`config.mk`:
```
export PLATFORM = sky130hd
export DESIGN_NAME = captura_numero_flat
export DESIGN_NICKNAME = d
export VERILOG_FILES = /design/src/rtl/captura_numero_if.sv /design/src/rtl/captura_numero.sv /design/src/flat_wrapper.sv
export SDC_FILE = /design/constraint.sdc
export NUM_CORES = 1
export LEC_CHECK = 0
export CAP_MARGIN = 20
export CELL_PAD_IN_SITES_DETAIL_PLACEMENT = 0
export CELL_PAD_IN_SITES_GLOBAL_PLACEMENT = 1
export CORE_MARGIN = 2
export CORE_UTILIZATION = 35
export DETAILED_ROUTE_END_ITERATION = 12
export DONT_BUFFER_PORTS = 1
export GPL_ROUTABILITY_DRIVEN = 0
export PLACE_DENSITY = 0.57
export SLEW_MARGIN = 20
export SYNTH_ARGS = -nofsm -noshare
export SYNTH_HDL_FRONTEND = slang
export SYNTH_SLANG_ARGS = --single-unit
```
`constraint.sdc`:
```
create_clock -name clk -period 2.1 [get_ports clk]
set_input_delay 0.315 -clock clk [delete_from_list [all_inputs] [get_ports clk]]
set_output_delay 0.315 -clock clk [all_outputs]
set_load 0.05 [all_outputs]
```
`src/rtl/captura_numero_if.sv`:
```
// Keypad/adder side signals of captura_numero grouped as one bundle.
// master: the operand capture block; slave: keypad decoder plus BCD adder.
interface captura_numero_if #(
    parameter int unsigned DIGITS = 4
);
    logic                   tecla_valid;
    logic [3:0]             tecla;
    logic                   ent;
    logic                   rst_sv;
    logic [DIGITS-1:0][3:0] numero;
    logic                   suma;
    logic                   guardar;
    logic [2:0]             cuenta;
    logic                   ocupado;
    logic                   error;

    modport master (
        input  tecla_valid, tecla, ent, rst_sv,
        output numero, suma, guardar, cuenta, ocupado, error
    );

    modport slave (
        output tecla_valid, tecla, ent, rst_sv,
        input  numero, suma, guardar, cuenta, ocupado, error
    );
endinterface

```
`src/rtl/captura_numero.sv`:
```
// Keypad-side initiator for the BCD accumulator adder: builds a BCD operand
// from digit strobes, requests sums and saves, and waits for the adder's
// acknowledges with a timeout.
module captura_numero #(
    parameter int unsigned DIGITS   = 4,
    parameter logic [3:0]  KEY_SUM  = 4'hA,
    parameter logic [3:0]  KEY_SAVE = 4'hB,
    parameter logic [3:0]  KEY_CLR  = 4'hC,
    parameter int unsigned TIMEOUT  = 15
) (
    input  logic             clk,
    input  logic             rst_n,
    captura_numero_if.master bus
);

    localparam int unsigned TW         = $clog2(TIMEOUT + 1);
    localparam logic [TW-1:0] TIMER_LAST = TW'(TIMEOUT - 1);
    localparam logic [2:0]  CUENTA_MAX = 3'(DIGITS);

    typedef enum logic [2:0] {
        StEntry,
        StSumReq,
        StWaitEnt,
        StResult,
        StSaveReq
    } state_t;

    state_t                 state_q, state_d;
    logic [DIGITS-1:0][3:0] numero_q, numero_d;
    logic [2:0]             cuenta_q, cuenta_d;
    logic [TW-1:0]          timer_q, timer_d;
    logic                   suma_q, suma_d;
    logic                   guardar_q, guardar_d;
    logic                   ocupado_q, ocupado_d;
    logic                   error_q, error_d;

    // Next-state and next-output decode; every output is registered.
    always_comb begin
        state_d   = state_q;
        numero_d  = numero_q;
        cuenta_d  = cuenta_q;
        timer_d   = timer_q;
        error_d   = error_q;
        suma_d    = 1'b0;
        guardar_d = 1'b0;

        unique case (state_q)
            // RESULT accepts keys exactly like ENTRY; a digit returns to ENTRY.
            StEntry, StResult: begin
                timer_d = '0;
                if (bus.tecla_valid) begin
                    if (bus.tecla <= 4'd9) begin
                        if (cuenta_q < CUENTA_MAX) begin
                            for (int i = DIGITS - 1; i > 0; i--) begin
                                numero_d[i] = numero_q[i-1];
                            end
                            numero_d[0] = bus.tecla;
                            cuenta_d    = cuenta_q + 3'd1;
                            state_d     = StEntry;
                        end
                    end else if (bus.tecla == KEY_CLR) begin
                        numero_d = '0;
                        cuenta_d = '0;
                        error_d  = 1'b0;
                    end else if (bus.tecla == KEY_SUM) begin
                        if (cuenta_q != 3'd0) begin
                            state_d = StSumReq;
                            suma_d  = 1'b1;
                        end
                    end else if (bus.tecla == KEY_SAVE) begin
                        state_d   = StSaveReq;
                        guardar_d = 1'b1;
                    end
                end
            end
            // suma is high during this single cycle; ent is not looked at yet.
            StSumReq: begin
                state_d = StWaitEnt;
                timer_d = '0;
            end
            StWaitEnt: begin
                if (bus.ent) begin
                    state_d  = StResult;
                    numero_d = '0;
                    cuenta_d = '0;
                end else if (timer_q == TIMER_LAST) begin
                    state_d = StEntry;
                    error_d = 1'b1;
                end else begin
                    timer_d = timer_q + 1'b1;
                end
            end
            StSaveReq: begin
                if (bus.rst_sv) begin
                    state_d  = StEntry;
                    numero_d = '0;
                    cuenta_d = '0;
                end else if (timer_q == TIMER_LAST) begin
                    state_d = StEntry;
                    error_d = 1'b1;
                end else begin
                    guardar_d = 1'b1;
                    timer_d   = timer_q + 1'b1;
                end
            end
            default: begin
                state_d = StEntry;
            end
        endcase

        ocupado_d = (state_d == StSumReq) || (state_d == StWaitEnt) || (state_d == StSaveReq);
    end

    // State and output registers with synchronous active-low reset.
    always_ff @(posedge clk) begin
        if (!rst_n) begin
            state_q   <= StEntry;
            numero_q  <= '0;
            cuenta_q  <= '0;
            timer_q   <= '0;
            suma_q    <= 1'b0;
            guardar_q <= 1'b0;
            ocupado_q <= 1'b0;
            error_q   <= 1'b0;
        end else begin
            state_q   <= state_d;
            numero_q  <= numero_d;
            cuenta_q  <= cuenta_d;
            timer_q   <= timer_d;
            suma_q    <= suma_d;
            guardar_q <= guardar_d;
            ocupado_q <= ocupado_d;
            error_q   <= error_d;
        end
    end

    assign bus.numero  = numero_q;
    assign bus.cuenta  = cuenta_q;
    assign bus.suma    = suma_q;
    assign bus.guardar = guardar_q;
    assign bus.ocupado = ocupado_q;
    assign bus.error   = error_q;

endmodule

```
`src/flat_wrapper.sv`:
```
// flat-port wrapper written by rule: the top's interface ports become plain ports
module captura_numero_flat 
#(
    parameter int unsigned DIGITS   = 4,
    parameter logic [3:0]  KEY_SUM  = 4'hA,
    parameter logic [3:0]  KEY_SAVE = 4'hB,
    parameter logic [3:0]  KEY_CLR  = 4'hC,
    parameter int unsigned TIMEOUT  = 15
)
  (clk, rst_n, bus_tecla_valid, bus_tecla, bus_ent, bus_rst_sv, bus_numero, bus_suma, bus_guardar, bus_cuenta, bus_ocupado, bus_error);
  captura_numero_if #(.DIGITS(DIGITS)) bus_i ();
  input  logic clk;
  input  logic rst_n;
  input wire logic [$bits(bus_i.tecla_valid)-1:0] bus_tecla_valid;
  input wire logic [$bits(bus_i.tecla)-1:0] bus_tecla;
  input wire logic [$bits(bus_i.ent)-1:0] bus_ent;
  input wire logic [$bits(bus_i.rst_sv)-1:0] bus_rst_sv;
  output wire logic [$bits(bus_i.numero)-1:0] bus_numero;
  output wire logic [$bits(bus_i.suma)-1:0] bus_suma;
  output wire logic [$bits(bus_i.guardar)-1:0] bus_guardar;
  output wire logic [$bits(bus_i.cuenta)-1:0] bus_cuenta;
  output wire logic [$bits(bus_i.ocupado)-1:0] bus_ocupado;
  output wire logic [$bits(bus_i.error)-1:0] bus_error;
  assign bus_i.tecla_valid = bus_tecla_valid;
  assign bus_i.tecla = bus_tecla;
  assign bus_i.ent = bus_ent;
  assign bus_i.rst_sv = bus_rst_sv;
  assign bus_numero = bus_i.numero;
  assign bus_suma = bus_i.suma;
  assign bus_guardar = bus_i.guardar;
  assign bus_cuenta = bus_i.cuenta;
  assign bus_ocupado = bus_i.ocupado;
  assign bus_error = bus_i.error;
  captura_numero #(.DIGITS(DIGITS), .KEY_SUM(KEY_SUM), .KEY_SAVE(KEY_SAVE), .KEY_CLR(KEY_CLR), .TIMEOUT(TIMEOUT)) u_core (.clk(clk), .rst_n(rst_n), .bus(bus_i));
endmodule
```
==> flow_summary_export.csv, run 1 <==
group,metric,value,unit
status,status,"finished clean",
yosys,ys_warn_count,0,
power,p_clk_share,39.8,%
critical_path,arrival,2.18,ns
critical_path,cp_top_family,"compound AO/OA/AOI/OAI gates",
yosys,synthXorXnorAreaFrac,1.74,%
critical_path,cpMaxStageDelayCell,"or4_1",
worst_hold_path,worstHoldPathType,"in -> reg",
routing,firstDrtPassIters,4,
yosys,synthAdderAreaFrac,3.31,%
timing,grt_setup_unrepaired,"false",
power,power_frac_seq,49.9,%
critical_path,path_class,"reg -> reg",
yosys,syn-cell-area,1510,µm²
clock_tree,insertion_delay,0.29,ns
clock_tree,cts-buffers-inserted,5,
floorplan,die_x,69.7,µm
timing,finalSetupViolations,0,
power,powerDensity,736,nW/µm²
finish,layout.nets,183,
critical_path,crit_buf_inv,1,
power,power_leakage,0.662,nW
routing,drt_iter0_markers,45,
yosys,syn-num-nets,174,
clock_tree,cts_htree_levels,2,
critical_path,cp_max_fo,5,
timing,layout_setup_ws,0.134,ns
yosys,synth-simple-area-share,19.0,%
yosys,synth_top_family_by_area,"simple AND/OR/NAND/NOR gates",
timing,hold_viol,0,
power,p_comb_share,10.4,%
global_route,grt_first_pass_wirelength,5.42,mm
placement,io_buffers,0,
global_route,grt-ovfl-total,0,
timing,slew_headroom,63.2,%
critical_path,critPathCaptureType,"register",
timing,tightest_slew,0.552,ns
global_route,antenna_found_initial,0,
yosys,synth_edf_count,0,
routing,via_per_inst,5.31,
power,power_switching,337,µW
floorplan,start_util,37.0,%
yosys,ys_async_sr_fraction,0,%
finish,drive_gt1_share,19.3,%
clock_tree,ctsHoldBuffers,0,
yosys,synth_cells,161,
placement,dp_cells,213,
timing,final.setup.tns,0,ns
clock_tree,postCtsSetupBuffers,0,
floorplan,die_area,4860,µm²
power,p_int,898,µW
global_route,grt_max_degree,18,
finish,area_delta_synth_final,11.1,%
finish,antenna_cells,0,
clock_tree,cts-root-buf,"clkbuf_8",
critical_path,worst_ep_required_time,2.32,ns
clock_tree,clk_path_buf_depth,2,
floorplan,die_h,69.7,µm
yosys,synth_seq_area_share,39.7,%
routing,wl_per_cell,14.9,µm
clock_tree,cts_tree,"done",
finish,fin_cells,221,
critical_path,crit_path_frequent_cell,"a21oi_2",
finish,num-fill-cells,423,
floorplan,rows,23,
clock_tree,path_clk_slew,0.06,ns
global_route,grt_pass1_vias,1150,
yosys,synth-compound-area-share,18.6,%
routing,ant_nets,0,
routing,vias,1174,
global_route,grt_use_total,14.1,%
placement,preCtsSetupSlack,0.0563,ns
yosys,synth.ff_latch_count,30,
power,switching_share,27.3,%
yosys,synth_top_flop_cell,"dfxtp_1",
critical_path,crit_chain,"inv_1 > ha_1 > a311o_2 > a21oi_2 > nor2_1 > or4_1 > a21oi_2",
routing,drc,0,
timing,finalCritPeriodShare,93.6,%
floorplan,core,4090,µm²
clock_tree,cts.sinks,30,
timing,clock_skew,0.00516,ns
routing,drt_wl_total,3.29,mm
critical_path,critPathMaxStageDelay,0.44,ns
placement,hpwl,2.47,mm
flow_run,cap_violations,0,
timing,timing.fmax,0.509,GHz
floorplan,pin_count,32,
critical_path,setup.worst_path.start_class,"register",
timing,fin_crit,1.97,ns
yosys,postSynthAreaPerCell,9.39,µm²
timing,finalMaxSlewViolations,0,
yosys,synth_cell_types,48,
clock_tree,cts.repair.resized,0,
power,ir_worst_vdd,0.298,mV
yosys,synth_mux_area_share,10.6,%
## layout by cell type (no fill, tap or decap), drive strengths merged, types with 3 or more instances in the layout
master / n
o21ai: 8
nand3: 3
o21a: 3
ha: 4
inv: 8
clkbuf: 6
nor2: 27
dfxtp: 30
nor3: 3
nand2: 6
a21oi: 8
mux2i: 16
a211oi: 3
buf: 9
## metal layers
| metal | track usage, % | vias to the layer above | part of all wire (%) |
|---|---|---|---|
| met3 | 4.36 | 7 | 5.4 |
| met4 | 7.69 | 0 | 2.3 |
| met5 | 0 | - | 0 |
| met1 | 17.8 | 548 | 48 |
| li1 | - | 594 | - |
| met2 | 21.4 | 25 | 44 |
## power by group through the flow
stage	Combinational, mW	Sequential (mW)	Clock [mW]
3_5_place_dp	0.127	0.629	0
6_report	0.128	0.616	0.491
3_3_place_gp	0.125	0.629	0
4_1_cts	0.127	0.616	0.511
5_1_grt	0.140	0.618	0.534
2_1_floorplan	0.0979	0.640	0
## metrics by stage
stage | total power [mW] | utilization (%) | area, µm² | hold WS (ns)
global route | 1.29 | 41.1 | 1680 | 0.0983
CTS | 1.25 | 40.6 | 1660 | 0.0924
finish | 1.24 | 41.1 | 1680 | 0.103
global placement | 0.755 | 38.3 | 1570 | 0.396
detailed placement | 0.757 | 38.3 | 1570 | 0.399
floorplan | 0.738 | - | 1510 | 0.390
## cell usage after synthesis (2+ instances only)
library cell	number	area (µm²)
dfxtp_1	30	601
nor2_1	26	97.6
mux2i_1	16	160
a21oi_1	8	40.0
inv_1	8	30.0
o21ai_0	7	35.0
nand2_1	6	22.5
ha_1	4	50.1
a211oi_1	3	22.5
buf_6	3	33.8
nand3_1	3	15.0
nor3_1	3	15.0
o21a_1	3	22.5
a31oi_1	2	12.5
and2b_2	2	17.5
and3_1	2	12.5
or3_1	2	12.5
or4b_1	2	20.0
xnor2_1	2	17.5
## cell type report
type	count	area, µm²	area share (%)
Inverter	8	30.0	1.79
Timing Repair Buffer	9	67.6	4.02
Multi-Input combinational cell	116	820	48.8
Clock buffer	6	82.6	4.92
Sequential cell	30	604	36.0
Tap cell	50	62.6	3.73
Clock inverter	2	12.5	0.745
## sequential cells by signal, indices dropped and copies added (netlist names)
| signal | count |
|---|---|
| u_core.bus.numero | 16 |
| u_core.timer_q | 4 |
| u_core.bus.cuenta | 3 |
| u_core.state_q | 3 |
| u_core.bus.error | 1 |
| u_core.bus.guardar | 1 |
| u_core.bus.ocupado | 1 |
| u_core.bus.suma | 1 |
## final timing paths
path                          start                 to  slack (ns)  cells past startpoint
setup / recovery  u_core.timer_q[0]  u_core.timer_q[1]        0.13                      7
setup reg to reg  u_core.timer_q[0]  u_core.timer_q[1]        0.13                      7
hold / removal         bus_tecla[0]    u_core.bus.suma        0.10                      1
hold reg to reg   u_core.timer_q[0]  u_core.timer_q[0]        0.49                      2
## cells by family after synthesis
kind of cell,after synthesis
buf+inv,15
flops,30
fa+ha+maj,4
compound gates,37
mux,16
xor+xnor,3
simple gates,56
## worst reg2reg max path, cell delays in order (launching register included)
cell     delay (ns)
dfxtp_2        0.35
inv_1          0.06
ha_1           0.22
a311o_2        0.40
a21oi_2        0.17
nor2_1         0.11
or4_1          0.44
a21oi_2        0.16
No activity file was read; power rests on OpenSTA's default activity.
==> run 2: changes to the inputs <==
--- a/config.mk
+++ b/config.mk
@@ -5,6 +5,7 @@
 export SDC_FILE = /design/constraint.sdc
 export NUM_CORES = 1
 export LEC_CHECK = 0
+export ABC_AREA = 1
 export CAP_MARGIN = 20
 export CELL_PAD_IN_SITES_DETAIL_PLACEMENT = 0
 export CELL_PAD_IN_SITES_GLOBAL_PLACEMENT = 1
@@ -13,7 +14,7 @@
 export DETAILED_ROUTE_END_ITERATION = 12
 export DONT_BUFFER_PORTS = 1
 export GPL_ROUTABILITY_DRIVEN = 0
-export PLACE_DENSITY = 0.57
+export PLACE_DENSITY = 0.6
 export SLEW_MARGIN = 20
 export SYNTH_ARGS = -nofsm -noshare
 export SYNTH_HDL_FRONTEND = slang
==> run 2 against run 1 <==
Against the previous run: sequential share of layout area decreased by 1.8 points; critical path type unchanged; via count increased by 15%; sequential cell count unchanged; sequential power increased by 20%; total power increased by 16%; cell count increased by 26%; clock skew decreased by 0.0015 ns; global-route usage increased by 0.95 points; setup slack improved by 0.17 ns; critical endpoint is now u_core.bus.numero[11]; maximum frequency increased by 9.2%; first-iteration DRC count increased by 89%.
==> flow_summary_export.csv, run 2 <==
group,metric,value,unit
status,status,"finished clean",
clock_tree,cts-root-buf,"clkbuf_8",
critical_path,path_class,"reg -> reg",
routing,drt_wl_total,3.59,mm
finish,antenna_cells,0,
critical_path,cp_max_fo,18,
global_route,grt_use_total,15.1,%
critical_path,crit_buf_inv,2,
yosys,postSynthAreaPerCell,7.24,µm²
critical_path,setup.worst_path.start_class,"register",
worst_hold_path,worstHoldPathType,"in -> reg",
yosys,synth_top_flop_cell,"dfxtp_1",
timing,fin_crit,1.80,ns
timing,clock_skew,0.00365,ns
yosys,synth_seq_area_share,38.1,%
yosys,ys_async_sr_fraction,0,%
finish,drive_gt1_share,15.0,%
clock_tree,cts.sinks,30,
finish,area_delta_synth_final,11.3,%
clock_tree,path_clk_slew,0.07,ns
power,ir_worst_vdd,0.382,mV
routing,drt_iter0_markers,85,
routing,firstDrtPassIters,4,
global_route,antenna_found_initial,0,
finish,final_common_cell,"nand2_1",
floorplan,die_area,5060,µm²
floorplan,die_x,71.1,µm
global_route,grt_first_pass_wirelength,6.00,mm
timing,grt_setup_unrepaired,"false",
global_route,grt-ovfl-total,0,
global_route,grt_max_degree,19,
yosys,ys_warn_count,0,
critical_path,cp_top_family,"compound AO/OA/AOI/OAI gates",
timing,worst_hold_slack,0.129,ns
clock_tree,clk_path_buf_depth,2,
yosys,syn-cell-area,1580,µm²
timing,tightest_slew,0.565,ns
critical_path,critPathCaptureType,"register",
clock_tree,cts.repair.resized,0,
global_route,grt_pass1_vias,1307,
floorplan,die_h,71.1,µm
timing,timing.fmax,0.555,GHz
clock_tree,ctsHoldBuffers,0,
routing,vias,1351,
floorplan,pin_count,32,
critical_path,worst-r2r-cell-count,8,
yosys,synth_commonest_cells,"46 x nand2_1, 34 x inv_1, 30 x dfxtp_1, 20 x nor2_1",
finish,layout.nets,239,
yosys,synth_area_leader_cell,"dfxtp_1",
finish,largest_reg_flops,16,
critical_path,crit_path_frequent_cell,"a21oi_4",
floorplan,core,4350,µm²
yosys,synth_cells,218,
clock_tree,insertion_delay,0.28,ns
yosys,yosysMostFrequentCell,"nand2_1",
critical_path,crit_chain,"inv_1 > nand2_2 > a21oi_4 > a21oi_4 > nand3_4 > buf_12 > o21ai_0 > nor2_2",
timing,slew_headroom,62.3,%
critical_path,path_depth,8,
power,powerDensity,820,nW/µm²
yosys,yosysTopAreaCellShare,38.1,%
timing,finalMaxSlewViolations,0,
yosys,synth_cell_types,27,
critical_path,arrival,1.97,ns
routing,wl_per_cell,12.9,µm
timing,hold_viol,0,
placement,hpwl,2.75,mm
floorplan,rows,24,
clock_tree,cts_tree,"done",
critical_path,critPathMaxStageDelay,0.41,ns
critical_path,cpMaxStageDelayCell,"dfxtp_1",
routing,via_per_inst,4.84,
clock_tree,cts_htree_levels,2,
flow_run,cap_violations,0,
timing,finalSetupViolations,0,
finish,final_cell_mix,"46 x nand2_1, 34 x inv_1, 30 x dfxtp_1",
placement,io_buffers,0,
clock_tree,cts-buffers-inserted,5,
worst_hold_path,hold_depth,2,
yosys,synth_edf_count,0,
floorplan,start_util,36.2,%
yosys,synth.ff_latch_count,30,
routing,drc,0,
finish,num-fill-cells,453,
yosys,synth_area_leaders,"dfxtp_1 38%, nand2_1 11%, inv_1 8.1%",
critical_path,worst_ep_required_time,2.27,ns
routing,ant_nets,0,
finish,post-route-util,40.3,%
finish,final_cell_area,1760,µm²
yosys,syn-num-nets,231,
timing,finalCritPeriodShare,85.7,%
power,power_leakage,0.806,nW
clock_tree,postCtsSetupBuffers,0,
placement,post_dp_cell_area,1660,µm²
timing,final.setup.tns,0,ns
[run 2: worst paths after layout]
path                                         from               endpoint  slack [ns]
worst max-delay path            u_core.state_q[2]  u_core.bus.numero[11]        0.30
worst min-delay path                        rst_n      u_core.state_q[1]        0.13
worst max register to register  u_core.state_q[2]  u_core.bus.numero[11]        0.30
worst min register to register  u_core.timer_q[3]      u_core.timer_q[3]        0.49
[run 2: power breakdown]
part	internal, mW	leakage (nW)	total [mW]	switching, mW
clock network	0.263	0.0472	0.495	0.232
logic	0.0775	0.514	0.207	0.130
registers	0.605	0.245	0.737	0.133
[run 2: cell type report]
type	instances	area, µm²	share of cell area [%]
inverter	37	139	7.91
clock buffer	6	82.6	4.70
timing repair buffer	5	62.6	3.56
multi-input combinational	147	793	45.2
sequential	30	601	34.2
clock inverter	2	12.5	0.713
tap	52	65.1	3.71
[run 2: per-stage QoR]
stage / worst slack, ns / power (mW) / std cells
after floorplan: 0.468 / 0.915 / 218
after detailed placement: 0.291 / 0.960 / 271
after CTS: 0.282 / 1.46 / 279
final: 0.299 / 1.44 / 279
after global placement: 0.373 / 0.954 / 271
after global routing: 0.145 / 1.52 / 279
[run 2: kinds of logic (layout without fill, tap and decap cells)]
family	count (synthesis)	in the layout	share of synthesized area, %
simple gates	103	103	30.8
compound gates	37	37	14.6
buf+inv	41	50	11.7
flops	30	30	38.1
xor+xnor	3	3	1.67
fa+ha+maj	4	4	3.17
[run 2: routing by layer]
metal  vias to the layer above  GRT usage, %  wire [µm]
li1                        709             -          -
met1                       607          17.7       1570
met2                        28          24.0       1710
met3                         7          6.55        258
met4                         0          6.29         57
met5                         -             0          0
==> run 3: changes to the inputs <==
--- a/config.mk
+++ b/config.mk
@@ -6,7 +6,7 @@
 export NUM_CORES = 1
 export LEC_CHECK = 0
 export ABC_AREA = 1
-export CAP_MARGIN = 20
+export CAP_MARGIN = 15
 export CELL_PAD_IN_SITES_DETAIL_PLACEMENT = 0
 export CELL_PAD_IN_SITES_GLOBAL_PLACEMENT = 1
 export CORE_MARGIN = 2
==> constraint.sdc (replaced) <==
create_clock -name clk -period 1.9 [get_ports clk]
set_input_delay 0.285 -clock clk [delete_from_list [all_inputs] [get_ports clk]]
set_output_delay 0.285 -clock clk [all_outputs]
set_load 0.05 [all_outputs]
==> run 3 against run 2 <==
Against the previous run: non-clock buffer count is 2 higher; sequential cell count stayed put; clock power is 65% higher; design area is 3.6% higher; cell count is 0.72% higher; count of clock-buffer cells in the layout stayed put; register-to-register slack worse by 0.16 ns; combinational power is 12% higher; die area stayed put; hold slack worse by 0.031 ns; critical path type unchanged.
==> flow_summary_export.csv, run 3 (synthesis results as in run 2) <==
group,metric,value,unit
placement,dp_cells,273,
critical_path,setup.worst_path.start_class,"register",
power,fin_total_pwr,1.86,mW
routing,drt_wl_total,3.54,mm
routing,wl_per_cell,12.6,µm
global_route,antenna_found_initial,0,
finish,area_delta_synth_final,15.2,%
clock_tree,cts-root-buf,"clkbuf_8",
timing,finalSetupViolations,0,
finish,final_cell_mix,"46 x nand2_1, 34 x inv_1, 30 x dfxtp_1",
timing,slew_headroom,62.6,%
global_route,grt_max_degree,30,
timing,layout_setup_ws,0.143,ns
timing,fin_crit,1.76,ns
finish,fin_cells,281,
power,power_switching,546,µW
clock_tree,cts-buffers-inserted,5,
timing,finalMaxSlewViolations,0,
power,p_comb_share,12.4,%
timing,worst_hold_slack,0.0981,ns
worst_hold_path,hold_depth,2,
timing,tightest_slew,0.561,ns
floorplan,pin_count,32,
placement,preCtsSetupSlack,0.136,ns
power,p_int,1.31,mW
clock_tree,cts_htree_levels,2,
critical_path,arrival,1.94,ns
floorplan,start_util,36.2,%
routing,drc,0,
critical_path,path_class,"reg -> reg",
power,power_frac_seq,43.7,%
routing,ant_nets,0,
timing,grt_setup_unrepaired,"false",
finish,final_common_cell,"nand2_1",
critical_path,cp_max_fo,29,
critical_path,critPathCaptureType,"register",
finish,drive_gt1_share,15.7,%
routing,firstDrtPassIters,4,
clock_tree,cts.sinks,30,
power,power_leakage,0.841,nW
critical_path,r2r-start,"u_core.state_q[0]",
floorplan,core,4350,µm²
placement,io_buffers,0,
critical_path,worst-r2r-cell-count,10,
worst_hold_path,min_to,"u_core.state_q[1]",
global_route,grt_first_pass_wirelength,6.09,mm
status,status,"finished clean",
finish,post-route-util,41.8,%
global_route,grt_use_total,15.3,%
critical_path,worst_ep_required_time,2.08,ns
finish,antenna_cells,0,
clock_tree,ctsHoldBuffers,0,
placement,post_dp_cell_area,1680,µm²
clock_tree,postCtsSetupBuffers,0,
global_route,grt-ovfl-total,0,
global_route,grt_pass1_vias,1345,
worst_hold_path,min-delay-start,"rst_n",
flow_run,cap_violations,0,
timing,hold_viol,0,
floorplan,die_h,71.1,µm
clock_tree,path_clk_slew,0.07,ns
routing,drt_iter0_markers,64,
floorplan,die_x,71.1,µm
routing,vias,1363,
timing,clock_skew,0.00503,ns
timing,final.setup.tns,0,ns
finish,largest_reg_flops,16,
placement,hpwl,2.59,mm
clock_tree,insertion_delay,0.29,ns
finish,final_cell_area,1820,µm²
timing,timing.fmax,0.569,GHz
timing,finalCritPeriodShare,92.5,%
floorplan,rows,24,
power,switching_share,29.4,%
clock_tree,cts_tree,"done",
worst_hold_path,worstHoldPathType,"in -> reg",
routing,via_per_inst,4.85,
critical_path,ff2ff_setup_slack,0.14,ns
power,p_clk_share,43.8,%
clock_tree,cts.repair.resized,0,
finish,layout.nets,241,
floorplan,die_area,5060,µm²
clock_tree,clk_path_buf_depth,2,
critical_path,r2r_end,"u_core.bus.numero[14]",
power,powerDensity,1020,nW/µm²
power,ir_worst_vdd,0.326,mV
## run 3: worst max-delay path: stages (launching register included)
cell     delay, ns
dfxtp_1       0.43
inv_2         0.09
nand2_2       0.07
nand2_2       0.08
a21oi_4       0.27
nand3_4       0.15
nand3_4       0.17
buf_12        0.18
nand2_1       0.06
o21ai_0       0.11
nor2_2        0.05
## run 3: area by class of cell
| cell class | count | area (µm²) |
|---|---|---|
| repair buffers | 7 | 77.6 |
| clock buffers | 6 | 82.6 |
| fillers | 465 | 2540 |
| flip-flops and latches | 30 | 601 |
| well taps | 52 | 65.1 |
| inverters | 37 | 139 |
| clock inverters | 2 | 60.1 |
| multi-input cells | 147 | 793 |
## run 3: routing by layer
metal | up-vias | global-route usage, % | routed length, µm
met4 | 0 | 7.55 | 75
met5 | - | 0 | 0
met2 | 30 | 24.6 | 1640
li1 | 709 | - | -
met1 | 617 | 17.9 | 1580
met3 | 7 | 5.70 | 243
## run 3: worst max path at each step
stage | from | depth (start not counted) | slack, ns | end
6_report | u_core.state_q[0] | 10 | 0.14 | u_core.bus.numero[14]
5_1_grt | u_core.state_q[1] | 8 | 0.008 | u_core.bus.numero[12]
2_1_floorplan | u_core.bus.cuenta[0] | 10 | 0.27 | u_core.bus.ocupado
4_1_cts | u_core.state_q[0] | 10 | 0.12 | u_core.bus.numero[14]
3_5_place_dp | u_core.state_q[0] | 10 | 0.14 | u_core.bus.numero[14]
3_3_place_gp | u_core.state_q[1] | 8 | 0.24 | u_core.bus.numero[7]
## run 3: power groups by stage
stage          Combinational (mW)  Clock, mW  Sequential [mW]
2_1_floorplan               0.175          0            0.837
3_3_place_gp                0.226          0            0.829
3_5_place_dp                0.232          0            0.829
4_1_cts                     0.234      0.837            0.815
5_1_grt                     0.266      0.856            0.820
6_report                    0.231      0.815            0.813
